===== src/rtl/uart_tx_fifo_pkg.sv =====
// Shared UART transmit-path constants and the FIFO geometry helper.
package uart_tx_fifo_pkg;

    localparam int UART_DATA_WIDTH    = 8;
    localparam int UART_TX_FIFO_DEPTH = 16;

    // Power-of-two depths let the pointers wrap by natural overflow.
    function automatic bit is_pow2_ge2(input int n);
        return (n >= 2) && ((n & (n - 1)) == 0);
    endfunction

endpackage


===== src/rtl/uart_tx_fifo_mem.sv =====
// Simple dual-port storage: one synchronous write port, one asynchronous read port (LUTRAM).
module uart_tx_fifo_mem #(
    parameter int WIDTH = 8,
    parameter int DEPTH = 16,
    parameter int PTR_W = $clog2(DEPTH)
) (
    input  logic             clk,
    input  logic             wr_en,
    input  logic [PTR_W-1:0] wr_addr,
    input  logic [WIDTH-1:0] wr_data,
    input  logic [PTR_W-1:0] rd_addr,
    output logic [WIDTH-1:0] rd_data
);

    // Contents are deliberately left unreset; occupancy tracking decides validity.
    logic [WIDTH-1:0] mem [DEPTH];

    always_ff @(posedge clk) begin
        if (wr_en) begin
            mem[wr_addr] <= wr_data;
        end
    end

    assign rd_data = mem[rd_addr];

endmodule


===== src/rtl/uart_tx_fifo.sv =====
// First-word-fall-through transmit FIFO between the CPU store path and the UART transmitter.
module uart_tx_fifo
    import uart_tx_fifo_pkg::*;
#(
    parameter int  WIDTH = UART_DATA_WIDTH,
    parameter int  DEPTH = UART_TX_FIFO_DEPTH,
    localparam int PTR_W = $clog2(DEPTH),
    localparam int CNT_W = $clog2(DEPTH + 1)
) (
    input  logic             clk,
    input  logic             reset,
    input  logic [WIDTH-1:0] enq_data,
    input  logic             enq_valid,
    output logic             enq_ready,
    output logic [WIDTH-1:0] deq_data,
    output logic             deq_valid,
    input  logic             deq_ready,
    output logic [CNT_W-1:0] count,
    output logic             full,
    output logic             empty
);

    if (!is_pow2_ge2(DEPTH)) begin : g_depth_check
        $error("uart_tx_fifo: DEPTH must be a power of two >= 2");
    end

    logic [PTR_W-1:0] wptr_reg, wptr_next;
    logic [PTR_W-1:0] rptr_reg, rptr_next;
    logic [CNT_W-1:0] count_reg, count_next;
    logic             enq_fire;
    logic             deq_fire;

    // Status comes from the occupancy counter only, so wrapped pointers never alias full/empty.
    assign full      = (count_reg == CNT_W'(DEPTH));
    assign empty     = (count_reg == '0);
    assign enq_ready = !full;
    assign deq_valid = !empty;
    assign count     = count_reg;

    assign enq_fire = enq_valid && enq_ready;
    assign deq_fire = deq_valid && deq_ready;

    always_comb begin
        wptr_next  = wptr_reg;
        rptr_next  = rptr_reg;
        count_next = count_reg;
        if (enq_fire) begin
            wptr_next = wptr_reg + PTR_W'(1);
        end
        if (deq_fire) begin
            rptr_next = rptr_reg + PTR_W'(1);
        end
        case ({enq_fire, deq_fire})
            2'b10:   count_next = count_reg + CNT_W'(1);
            2'b01:   count_next = count_reg - CNT_W'(1);
            default: count_next = count_reg;
        endcase
    end

    always_ff @(posedge clk or posedge reset) begin
        if (reset) begin
            wptr_reg  <= '0;
            rptr_reg  <= '0;
            count_reg <= '0;
        end else begin
            wptr_reg  <= wptr_next;
            rptr_reg  <= rptr_next;
            count_reg <= count_next;
        end
    end

    // Head word is read combinationally; it only moves when rptr advances on a dequeue.
    uart_tx_fifo_mem #(
        .WIDTH (WIDTH),
        .DEPTH (DEPTH),
        .PTR_W (PTR_W)
    ) u_fifo_mem (
        .clk     (clk),
        .wr_en   (enq_fire),
        .wr_addr (wptr_reg),
        .wr_data (enq_data),
        .rd_addr (rptr_reg),
        .rd_data (deq_data)
    );

endmodule

===== config.mk =====
export PLATFORM = sky130hd
export DESIGN_NAME = uart_tx_fifo
export DESIGN_NICKNAME = d
export VERILOG_FILES = /design/src/rtl/uart_tx_fifo_pkg.sv /design/src/rtl/uart_tx_fifo_mem.sv /design/src/rtl/uart_tx_fifo.sv
export SDC_FILE = /design/constraint.sdc
export NUM_CORES = 1
export LEC_CHECK = 0
export BUFFER_PORTS_ARGS = -buffer_cell sky130_fd_sc_hd__buf_4
export CAP_MARGIN = 30
export CORE_MARGIN = 4
export CORE_UTILIZATION = 60
export DETAILED_ROUTE_END_ITERATION = 6
export GPL_ROUTABILITY_DRIVEN = 1
export PLACE_DENSITY = 0.78
export SLEW_MARGIN = 0
export SYNTH_ARGS = -nofsm -noshare
export SYNTH_HDL_FRONTEND = slang
export SYNTH_SLANG_ARGS = --single-unit

===== constraint.sdc =====
create_clock -name clk -period 6.8 [get_ports clk]
set_input_delay 1.36 -clock clk [delete_from_list [all_inputs] [get_ports clk]]
set_output_delay 1.36 -clock clk [all_outputs]
set_load 0.02 [all_outputs]

## Word-level counts from Yosys, hierarchy flattened

Memory sizes are Yosys's and may differ from the RTL's.
Index checks and enable logic that the tools add are counted.

| cells by class | value |
|---|---|
| add/subtract/negate cells | 4 |
| equal/unequal tests | 3 |
| muxes and demuxes | 3 |
| reductions and logical operators | 6 |

Operators by type and width:

| cell | number |
|---|---|
| one-hot mux 5 bit (2 select lines) | 1 |
| adder 4 x 1 -> 4 bit (second input constant) | 2 |
| adder 5 x 1 -> 5 bit (second input constant) | 1 |
| == test 5 bit (second input constant) | 1 |
| logical NOT 5 bit | 1 |
| subtractor 5 x 1 -> 5 bit (second input constant) | 1 |
| == test 2 x 1 -> 1 bit (second input constant) | 1 |
| == test 2 bit (second input constant) | 1 |
| logical AND 1 bit | 2 |
| logical NOT 1 bit | 2 |
| two-way mux 1 bit | 2 |
| nonzero test 2 bit | 1 |

| word-level totals | value |
|---|---|
| flip-flop bits (word level) | 13 |
| bits in writable memories | 128 |
| bits of input ports | 12 |
| output and inout bits | 17 |
| logic and storage cells | 20 |
| memories | 1 |

Memories:

| memory | words | bits a word | read ports | clocked after Yosys merged registers in | wr ports | RTL line | RTL |
|---|---|---|---|---|---|---|---|
| u_fifo_mem.mem | 16 | 8 | 1 | 0 | 1 | uart_tx_fifo_mem.sv:16 | `logic [WIDTH-1:0] mem [DEPTH];` |

## Longest topological paths before layout

Gate-level depths: netlist of the first run.

| logic depth | value |
|---|---|
| depth after elaboration | 5 |
| mapped depth | 13 |

## By module

Synthesis of the first run repeated with hierarchy kept, for this count alone.

| second synthesis, totals | value |
|---|---|
| cells, all modules | 294 |
| area, all modules | 5784.3 um2 |

By module, submodules not included:

| module | times used | cells an instance | area an instance (um2) | seq. area each (um2) |
|---|---|---|---|---|
| uart_tx_fifo_mem | 1 | 221 | 4987.3 | 3843.7 |
| uart_tx_fifo | 1 | 73 | 797.0 | 325.3 |

## Worst setup path before layout of the first run

Ideal clock, no wire load.

| timing | value |
|---|---|
| path type | in2reg |
| start | in enq_valid |
| end | reg count_reg[4] (netlist: count[4]) |
| data arrival time | 3074 ps |
| setup slack | 3596 ps |
| stages on the path | 11 |
| cell sequence | and2_1 > buf_6 > inv_1 > ha_1 > inv_1 > fa_1 > nor2b_1 > o21ai_0 > nand3_1 > or3b_1 > xnor2_1 |

| on the way | value |
|---|---|
| longest elaborated chain between the ends | 3 |
| elaborated cells between the ends (all ways) | 5 |
| classes of those cells | 2 x eq/ne; 1 x mux; 2 x reduce/logical |

RTL lines:

| element | RTL line | RTL |
|---|---|---|
| from (decl) | uart_tx_fifo.sv:13 | `input logic enq_valid,` |
| logical AND 1 bit * | uart_tx_fifo.sv:40 | `assign enq_fire = enq_valid && enq_ready;` |
| == test 2 x 1 -> 1 bit / == test 2 bit (equally long branches) | uart_tx_fifo.sv:53 | `case ({enq_fire, deq_fire})` |
| one-hot mux 5 bit (2 select lines) / nonzero test 2 bit (equally long branches) | - |  |
| to (signal assigned) | uart_tx_fifo.sv:68 | `count_reg <= count_next;` |
| to (decl) | uart_tx_fifo.sv:29 | `logic [CNT_W-1:0] count_reg, count_next;` |

Mark *: on every way between the ends. The rest lies on a longest branch, timed or not.
A chain may end at the register's enable or synchronous reset.

## Worst setup path in the final report of the first run

| timing | value |
|---|---|
| start | reg rptr_reg[0] |
| end | out deq_data[1] |

| on the way | value |
|---|---|
| longest elaborated chain between the ends | 1 |

RTL lines:

| element | RTL line | RTL |
|---|---|---|
| from (decl) | uart_tx_fifo.sv:28 | `logic [PTR_W-1:0] rptr_reg, rptr_next;` |
| from (signal assigned) | uart_tx_fifo.sv:67 | `rptr_reg <= rptr_next;` |
| memory (16 x 8 bit) | - |  |
| to (decl) | uart_tx_fifo.sv:15 | `output logic [WIDTH-1:0] deq_data,` |

No other way between the ends.

==> flow_summary.yaml, run 1 <==
power:
  combPwrFrac_pct: 30.5
  p_per_area_nw_per_um2: 454
  p_leak_nw: 2.36
  peakVddDrop_v: 0.000205
  seq_power_share_pct: 40.5
  power.switching_mw: 1.01
  internal_power_mw: 1.99
  netSwitchingFraction_pct: 33.7
  clkPwrFrac_pct: 29.0
floorplan:
  die_w_microns: 106
  ios: 29
  die_h_microns: 106
  fp-row-count: 35
  core_sq_um: 9330
  start_util_pct: 62.0
  die_area_sq_um: 11300
synthesis:
  yosysWarnings: 0
  synth_enable_flop_cells: 128
  synth_ff_type: "edfxtp_1"
  ys_ff_latch: 141
  synth_cell_types: 33
  seq_area_frac_synth_pct: 72.1
  syn_nets: 356
  syn_area_sq_um: 5780
  async_flop_share_pct: 9.22
  synth_top_cell_by_area: "edfxtp_1"
  synth_area_leaders: "edfxtp_1 (67%), mux4_2 (6.2%), dfrtp_1 (5.6%)"
  avgSynthCellArea_sq_um: 17.3
  syn_inst: 334
  yosysTopAreaCellShare_pct: 66.5
outcome:
  status: "finished, final reports clean"
clocking:
  cts_buffer_depth: 2
  cts_hold_buffers: 0
  clk_latency_ns: 0.53
  postCtsSetupBuffers: 0
  cts_sinks: 141
  clock-root-buffer: "clkbuf_8"
  htree_num_levels: 4
  cts-resized-gates: 0
  clkTransAtPathRegs_ns: 0.06
  cts_tree: "done"
  numCtsBuffers: 17
sta:
  tightest_slew_ns: 0.946
  grt_setup_unrepaired: "no"
  whs_ns: 0.531
  post-route-min-period_ns: 4.43
  max_freq_ghz: 0.226
  setup_ws_ns: 2.37
  relSlewSlack_pct: 36.7
  fin_crit_sh_pct: 65.1
  skew_ns: 0.00849
  drv_slew: 0
  finalSetupViolations: 0
  tns_ns: 0
  hold_viol: 0
critical_path:
  ff2ff_setup_slack_ns: 3.82
  timing.rr.end: "count[4]"
  critPathArrivalTime_ns: 3.07
  crit_type: "flip-flop to output pin"
  cp-start-kind: "flip-flop"
  worstPathMaxFanout: 28
  ff2ff_path_depth: 12
  cp-end-kind: "output pin"
  required_ns: 5.44
  rr_startpoint: "count[0]"
worst_hold_path:
  hold_depth: 1
  min_to: "count[4]"
  hold_start: "count[4]"
  worstHoldPathType: "flip-flop to flip-flop"
routing:
  wire_per_inst_microns: 23.2
  drt-total-wl_microns: 11800
  drc: 0
  num_vias: 3069
  ant_nets: 0
  first_iter_violations: 243
  via_per_inst: 6.02
  drt_pass1_iterations: 5
layout:
  area_growth_pct: 14.7
  nNetsFinal: 391
  final_cell_mix: "edfxtp_1 (128), buf_4 (29), mux2i_1 (25), o21ai_0 (20), nand2_1 (18)"
  drive_above_1_share_pct: 24.4
  fin_cells: 510
  largest_reg_flops: 128
  design_area_sq_um: 6630
  diodes: 0
  layout_commonest_cell: "edfxtp_1"
grt:
  grt_max_degree: 29
  antenna_found_initial: 0
  grt_pass1_wl_microns: 18300
  globalRouteOverflowTotal: 0
  grt_usage_pct: 22.8
  first_global_vias: 3159
placed_design:
  gp_congestion: 0.792
  pre_cts_ws_ns: 2.93
  post-dp-hpwl_microns: 7280
  io_buffers: 28
  dpl-instance-area_sq_um: 6070
  place_inst: 479
run:
  maxCapViolCount: 0
per-layer routing:
layer	vias up	track usage [%]	part of all wire (%)
met4	0	10.3	2.1
met1	1529	31.1	41
li1	1367	-	-
met2	155	34.9	49
met5	-	0	0
met3	18	5.77	7.1
area by class of cell:
type	instances	area [sq um]
sequential	141	4170
timing repair buffer	34	249
clock buffer	17	414
fill	561	2700
clock inverter	14	144
inverter	10	37.5
multi-input combinational	165	1450
tap	129	161
worst max path at each step:
| stage | to | slack (ns) | start | cells past startpoint |
|---|---|---|---|---|
| 2_1_floorplan | count[4] | 3.60 | enq_valid | 11 |
| 3_3_place_gp | deq_data[6] | 2.91 | rptr_reg[1] | 5 |
| 3_5_place_dp | deq_data[3] | 2.93 | rptr_reg[0] | 5 |
| 4_1_cts | deq_data[3] | 2.36 | rptr_reg[0] | 5 |
| 5_1_grt | deq_data[5] | 2.21 | rptr_reg[0] | 7 |
| 6_report | deq_data[1] | 2.37 | rptr_reg[0] | 5 |
cell families after synthesis:
kind of cell / synth area share (%)
XOR/XNOR: 1.52
AND/OR/NAND/NOR: 3.96
multiplexers: 12.4
buffers and inverters: 2.73
flip-flops: 72.1
adder cells (fa/ha/maj): 2.29
AO/OA/AOI/OAI: 4.98
critical path: stages (launching register included):
cell	delay [ns]
dfrtp_2	0.87
buf_4	0.55
mux4_2	0.57
a22oi_1	0.22
nand2_1	0.13
buf_4	0.18
power groups by stage:
stage	Combinational (mW)	Clock, mW	Sequential (mW)
finish	0.917	0.871	1.22
global route	0.986	0.927	1.23
CTS	0.916	0.879	1.22
detailed placement	0.900	0	1.23
global placement	0.872	0	1.22
floorplan	0.707	0	1.14
Yosys cell counts, types with 3 or more instances:
cell type / instances
nor2_1: 12
inv_1: 10
buf_2: 3
nand2b_1: 3
buf_4: 3
a22oi_1: 8
clkbuf_1: 5
nor3_1: 4
mux4_2: 16
ha_1: 9
a21oi_1: 10
mux2_2: 8
xnor2_1: 7
edfxtp_1: 128
a221oi_1: 8
o21ai_0: 20
dfrtp_1: 13
xor2_1: 3
nand2_1: 18
buf_6: 5
mux2i_1: 25
per-stage QoR:
stage / util (%) / total power, mW
final: 71.1 / 3.01
after global routing: 71.1 / 3.15
after CTS: 71.1 / 3.01
after detailed placement: 65.1 / 2.13
after global placement: 64.7 / 2.10
after floorplan: - / 1.85
Note: power is estimated with default switching activity, not from simulation.
==> inputs of run 2 (changes only) <==
Settings changed: ABC_AREA set to 1.
Clock period 6.8 ns to 4.4 ns, I/O delays scaled along.
==> run 2 against run 1 <==
  * Cell area increased by 7.9%
  * Utilization increased by 0.75 points
  * Register-to-register slack got worse by 1.8 ns
  * Clock skew decreased by 0.0016 ns
  * Sequential share of layout area decreased by 4.6 points
  * Final cell count increased by 57%
  * Critical path depth increased by 1
  * Wire length increased by 14%
  * Area after synthesis increased by 8.0%
  * Count of clock-buffer cells in the layout increased by 2
  * Largest power group unchanged
==> flow_summary.yaml, run 2 <==
routing:
  num_vias: 4247
  drt-total-wl_microns: 13500
  drc: 0
  via_per_inst: 5.30
  drt_pass1_iterations: 5
  wire_per_inst_microns: 16.9
  first_iter_violations: 459
  ant_nets: 0
power:
  seq_power_share_pct: 35.8
  combPwrFrac_pct: 34.4
  internal_power_mw: 3.10
  peakVddDrop_v: 0.000421
  totalPowerFinal_mw: 4.93
  power.switching_mw: 1.83
  clkPwrFrac_pct: 29.8
  netSwitchingFraction_pct: 37.1
  p_per_area_nw_per_um2: 689
  p_leak_nw: 3.10
grt:
  top_usage_layer: "met2"
  met1_usage_pct: 33.5
  grt_usage_pct: 24.7
  grt_pass1_wl_microns: 21600
  met2_usage_pct: 39.6
  antenna_found_initial: 0
  first_global_vias: 4222
  grt_max_degree: 82
  grtUsageMet3_pct: 5.36
  globalRouteOverflowTotal: 0
clocking:
  clock-root-buffer: "clkbuf_8"
  numCtsBuffers: 17
  clkTransAtPathRegs_ns: 0.06
  cts_hold_buffers: 0
  cts_buffer_depth: 2
  postCtsSetupBuffers: 0
  cts-resized-gates: 0
  htree_num_levels: 4
  clk_latency_ns: 0.52
  cts_sinks: 141
  cts_tree: "done"
floorplan:
  ios: 29
  start_util_pct: 62.7
  die_area_sq_um: 12100
  core_sq_um: 9950
  die_w_microns: 110
  die_h_microns: 110
  fp-row-count: 36
run:
  maxCapViolCount: 0
critical_path:
  cp_cell_sequence: "inv_1, nand3_1, nand3_1, nand2_1, nand2_1, buf_4"
  ff2ff_path_depth: 15
  critical-path-slowest-cell: "dfrtp_1"
  worstPathMaxFanout: 21
  ff2ff_setup_slack_ns: 2.05
  critPathArrivalTime_ns: 2.39
  required_ns: 3.52
  critical-path-max-stage-delay_ns: 0.75
  timing.rr.end: "count[4]"
  crit_type: "flip-flop to output pin"
  rr_startpoint: "count[4]"
  cp-start-kind: "flip-flop"
  cp-end-kind: "output pin"
layout:
  diodes: 0
  fillers: 702
  area_growth_pct: 14.5
  drive_above_1_share_pct: 10.5
  fin_cells: 801
  layout_commonest_cell: "nand2_1"
  design_area_sq_um: 7150
  final_cell_mix: "nand2_1 (240), edfxtp_1 (128), inv_1 (70), nor2_1 (66), nand3_1 (53)"
  nNetsFinal: 677
  largest_reg_flops: 128
  seqCellArea_sq_um: 4170
  multi_input_area_sq_um: 1690
synthesis:
  yosysMostFrequentCell: "nand2_1"
  yosysWarnings: 0
  seq_area_frac_synth_pct: 66.8
  synth_mux_area_share_pct: 0
  yosysTopAreaCellShare_pct: 61.6
  ys_top_cells_by_count: "nand2_1 (240), edfxtp_1 (128), inv_1 (70)"
  synth_top_family_by_area: "simple AND/OR/NAND/NOR gates"
  synth_area_leaders: "edfxtp_1 (62%), nand2_1 (14%), dfrtp_1 (5.2%)"
  synthXorXnorAreaFrac_pct: 0.982
  synth-compound-area-share_pct: 0.401
  synth_cell_types: 22
  ys_ff_latch: 141
  async_flop_share_pct: 9.22
  avgSynthCellArea_sq_um: 10.0
  syn_nets: 646
  syn_area_sq_um: 6240
  yosys.area_share.simple_pct: 23.5
  synth_top_cell_by_area: "edfxtp_1"
  syn_inst: 624
  yosys.area_share.adder_pct: 2.12
  synth_enable_flop_cells: 128
  synth_ff_type: "edfxtp_1"
sta:
  tightest_slew_ns: 0.983
  skew_ns: 0.00693
  relSlewSlack_pct: 34.2
  grt_setup_unrepaired: "no"
  fin_crit_sh_pct: 74.3
  post-route-min-period_ns: 3.27
  tns_ns: 0
  drv_slew: 0
  max_freq_ghz: 0.306
  hold_viol: 0
  finalSetupViolations: 0
placed_design:
  post-dp-hpwl_microns: 8670
  dpl-instance-area_sq_um: 6540
  gp_congestion: 0.867
  io_buffers: 28
  place_inst: 769
worst_hold_path:
  worstHoldPathType: "input pin to asynchronous set/reset pin"
outcome:
  status: "finished, final reports clean"
run 2: cells by family (layout without fill, tap and decap cells):
group,count (synthesis),count (layout)
adder cells (fa/ha/maj),10,10
buffers and inverters,94,138
XOR/XNOR,7,7
AO/OA/AOI/OAI,5,5
AND/OR/NAND/NOR,367,367
flip-flops,141,141
run 2: power groups by stage:
stage / Clock [mW] / Combinational, mW / Sequential [mW]
global route: 1.54 / 1.90 / 1.78
global placement: 0 / 1.63 / 1.78
detailed placement: 0 / 1.68 / 1.79
finish: 1.47 / 1.70 / 1.76
CTS: 1.47 / 1.69 / 1.76
floorplan: 0 / 1.19 / 1.76
run 2: through the flow:
| stage | hold WS (ns) | setup WS, ns | utilization (%) |
|---|---|---|---|
| floorplan | 0.493 | 2.02 | - |
| global placement | 0.514 | 1.76 | 65.4 |
| detailed placement | 0.539 | 1.70 | 65.7 |
| CTS | 0.408 | 1.14 | 71.8 |
| global route | 0.429 | 0.923 | 71.8 |
| finish | 0.399 | 1.13 | 71.8 |
run 2: worst max-delay path by stage:
stage,start,end
5_1_grt,rptr_reg[1],deq_data[7]
4_1_cts,rptr_reg[0],deq_data[0]
2_1_floorplan,count[0],count[4]
3_5_place_dp,rptr_reg[0],deq_data[0]
3_3_place_gp,rptr_reg[0],deq_data[7]
6_report,rptr_reg[1],deq_data[0]
run 2: layout make-up:
type                            instances  share of cell area (%)
Multi-Input combinational cell        389                    23.6
Inverter                               73                    3.83
Clock buffer                           19                    5.90
Tap cell                              133                    2.33
Clock inverter                         13                    2.64
Timing Repair Buffer                   33                    3.40
Sequential cell                       141                    58.3
run 2: routing by layer:
| layer | part of all wire (%) | wire (microns) |
|---|---|---|
| met5 | 0 | 0 |
| met4 | 2.2 | 295 |
| met3 | 8.9 | 1200 |
| met2 | 47 | 6400 |
| met1 | 42 | 5610 |
run 2: worst max-delay path, delay by kind of cell, from the launching register on:
kind	cells	cell delay (ns)
and+or+nand+nor	4	0.48
DFF	1	0.75
buffers and inverters	2	0.64
==> inputs of run 3 (changes only) <==
Settings changed: CORE_UTILIZATION 60 to 55, PLACE_DENSITY 0.78 to 0.75.
Clock period 4.4 ns to 3 ns, I/O delays scaled along.
==> run 3 against run 2 <==
  * Final cell count increased by 1.4%
  * Hold slack got worse by 0.18 ns
  * Largest power group unchanged
  * Combinational power increased by 48%
==> flow_summary.yaml, run 3 (same netlist as run 2, synthesis figures left out) <==
clocking:
  clock-root-buffer: "clkbuf_16"
  postCtsSetupBuffers: 0
  cts_sinks: 141
  clk_latency_ns: 0.41
  cts_tree: "done"
  htree_num_levels: 4
  numCtsBuffers: 17
  cts_buffer_depth: 2
  clkTransAtPathRegs_ns: 0.06
grt:
  grt_max_degree: 82
  globalRouteOverflowTotal: 0
  antenna_found_initial: 0
  first_global_vias: 4227
  grt_usage_pct: 22.8
  grt_pass1_wl_microns: 22200
sta:
  skew_ns: 0.00566
  hold_viol: 0
  grt_setup_unrepaired: "no"
  fin_crit_sh_pct: 93.9
  tns_ns: 0
  finalSetupViolations: 0
  whs_ns: 0.219
  post-route-min-period_ns: 2.82
  max_freq_ghz: 0.355
  drv_slew: 0
  relSlewSlack_pct: 33.1
  tightest_slew_ns: 0.999
  setup_ws_ns: 0.184
routing:
  via_per_inst: 5.39
  drc: 0
  drt_pass1_iterations: 6
  num_vias: 4373
  wire_per_inst_microns: 17.2
  drt-total-wl_microns: 14000
  first_iter_violations: 491
  ant_nets: 0
layout:
  layout_commonest_cell: "nand2_1"
  largest_reg_flops: 128
  nNetsFinal: 681
  fin_cells: 812
  final_cell_mix: "nand2_1 (240), edfxtp_1 (128), inv_1 (70), nor2_1 (66), nand3_1 (53)"
  drive_above_1_share_pct: 11.3
  area_growth_pct: 16.6
  diodes: 0
floorplan:
  start_util_pct: 56.8
  fp-row-count: 38
  die_area_sq_um: 13100
  core_sq_um: 11000
  ios: 29
  die_h_microns: 115
  die_w_microns: 115
critical_path:
  crit_type: "flip-flop to output pin"
  critPathArrivalTime_ns: 2.22
  required_ns: 2.40
  worstPathMaxFanout: 81
  cp-start-kind: "flip-flop"
  cp-end-kind: "output pin"
placed_design:
  post-dp-hpwl_microns: 8870
  gp_congestion: 0.831
  io_buffers: 28
  place_inst: 780
  pre_cts_ws_ns: 0.509
run:
  maxCapViolCount: 0
outcome:
  status: "finished, final reports clean"
worst_hold_path:
  worstHoldPathType: "input pin to asynchronous set/reset pin"
power:
  peakVddDrop_v: 0.000704
  p_per_area_nw_per_um2: 1040
  p_leak_nw: 3.15
==> run 3: cell count changes in the layout (fill, tap and decap cells not counted), moves of 2 or more <==
cell,change
bufinv_16,+3
clkbuf_1,-2
clkinvlp_4,+2
clkinv_4,-3
buf_2,-2
buf_4,+6
==> run 3: worst max-delay path, cell delays in order (launching register included) <==
cell,delay (ns)
dfrtp_2,0.37
buf_4,0.63
nand2_1,0.10
nand3_1,0.13
nand2_1,0.07
nor2_1,0.20
nand2_1,0.08
nand2_1,0.08
buf_4,0.14
==> run 3: layout make-up <==
cell class / count / area [sq um]
timing repair buffer: 37 / 278
clock buffer: 17 / 425
tap: 140 / 175
clock inverter: 15 / 267
multi-input combinational: 389 / 1690
fill: 821 / 3710
sequential: 141 / 4170
inverter: 73 / 274
==> run 3: per-layer routing <==
metal | global-route usage, % | wire length, microns
met5 | 0 | 0
met4 | 12.2 | 501
met3 | 5.07 | 1200
met2 | 34.5 | 6460
met1 | 31.0 | 5840
==> run 3: through the flow <==
stage                     area (sq um)  util [%]  power, mW
after global placement            6580      59.9       5.06
after CTS                         7270      66.2       7.57
after global routing              7280      66.2       7.97
after floorplan                   6240         -       4.32
final                             7280      66.2       7.55
after detailed placement          6580      59.9       5.13
==> run 3: worst paths after layout <==
| check | from | to | slack, ns | cells after the start |
|---|---|---|---|---|
| worst max register to register | count[1] | u_fifo_mem.mem[6][2] | 0.68 | 6 |
| min in group clk | enq_data[5] | u_fifo_mem.mem[13][5] | 0.51 | 1 |
| max in group asynchronous | reset | rptr_reg[0] | 2.41 | 2 |
| worst min-delay path | reset | wptr_reg[0] | 0.22 | 2 |
| worst min register to register | wptr_reg[3] | wptr_reg[3] | 0.54 | 2 |
| worst max-delay path | rptr_reg[0] | deq_data[4] | 0.18 | 8 |
==> run 3: timing repair <==
item,4_1_cts,5_1_grt
resized for setup,0,1
hold buffers,0,0
setup endpoints to repair,0,8
==> run 3: report_power, final <==
group | total, mW | leakage (nW) | switching (mW) | internal (mW)
sequential | 2.59 | 1.31 | 0.191 | 2.40
combinational | 2.52 | 1.52 | 1.71 | 0.818
clock | 2.44 | 0.324 | 0.797 | 1.64
total | 7.55 | 3.15 | 2.69 | 4.86
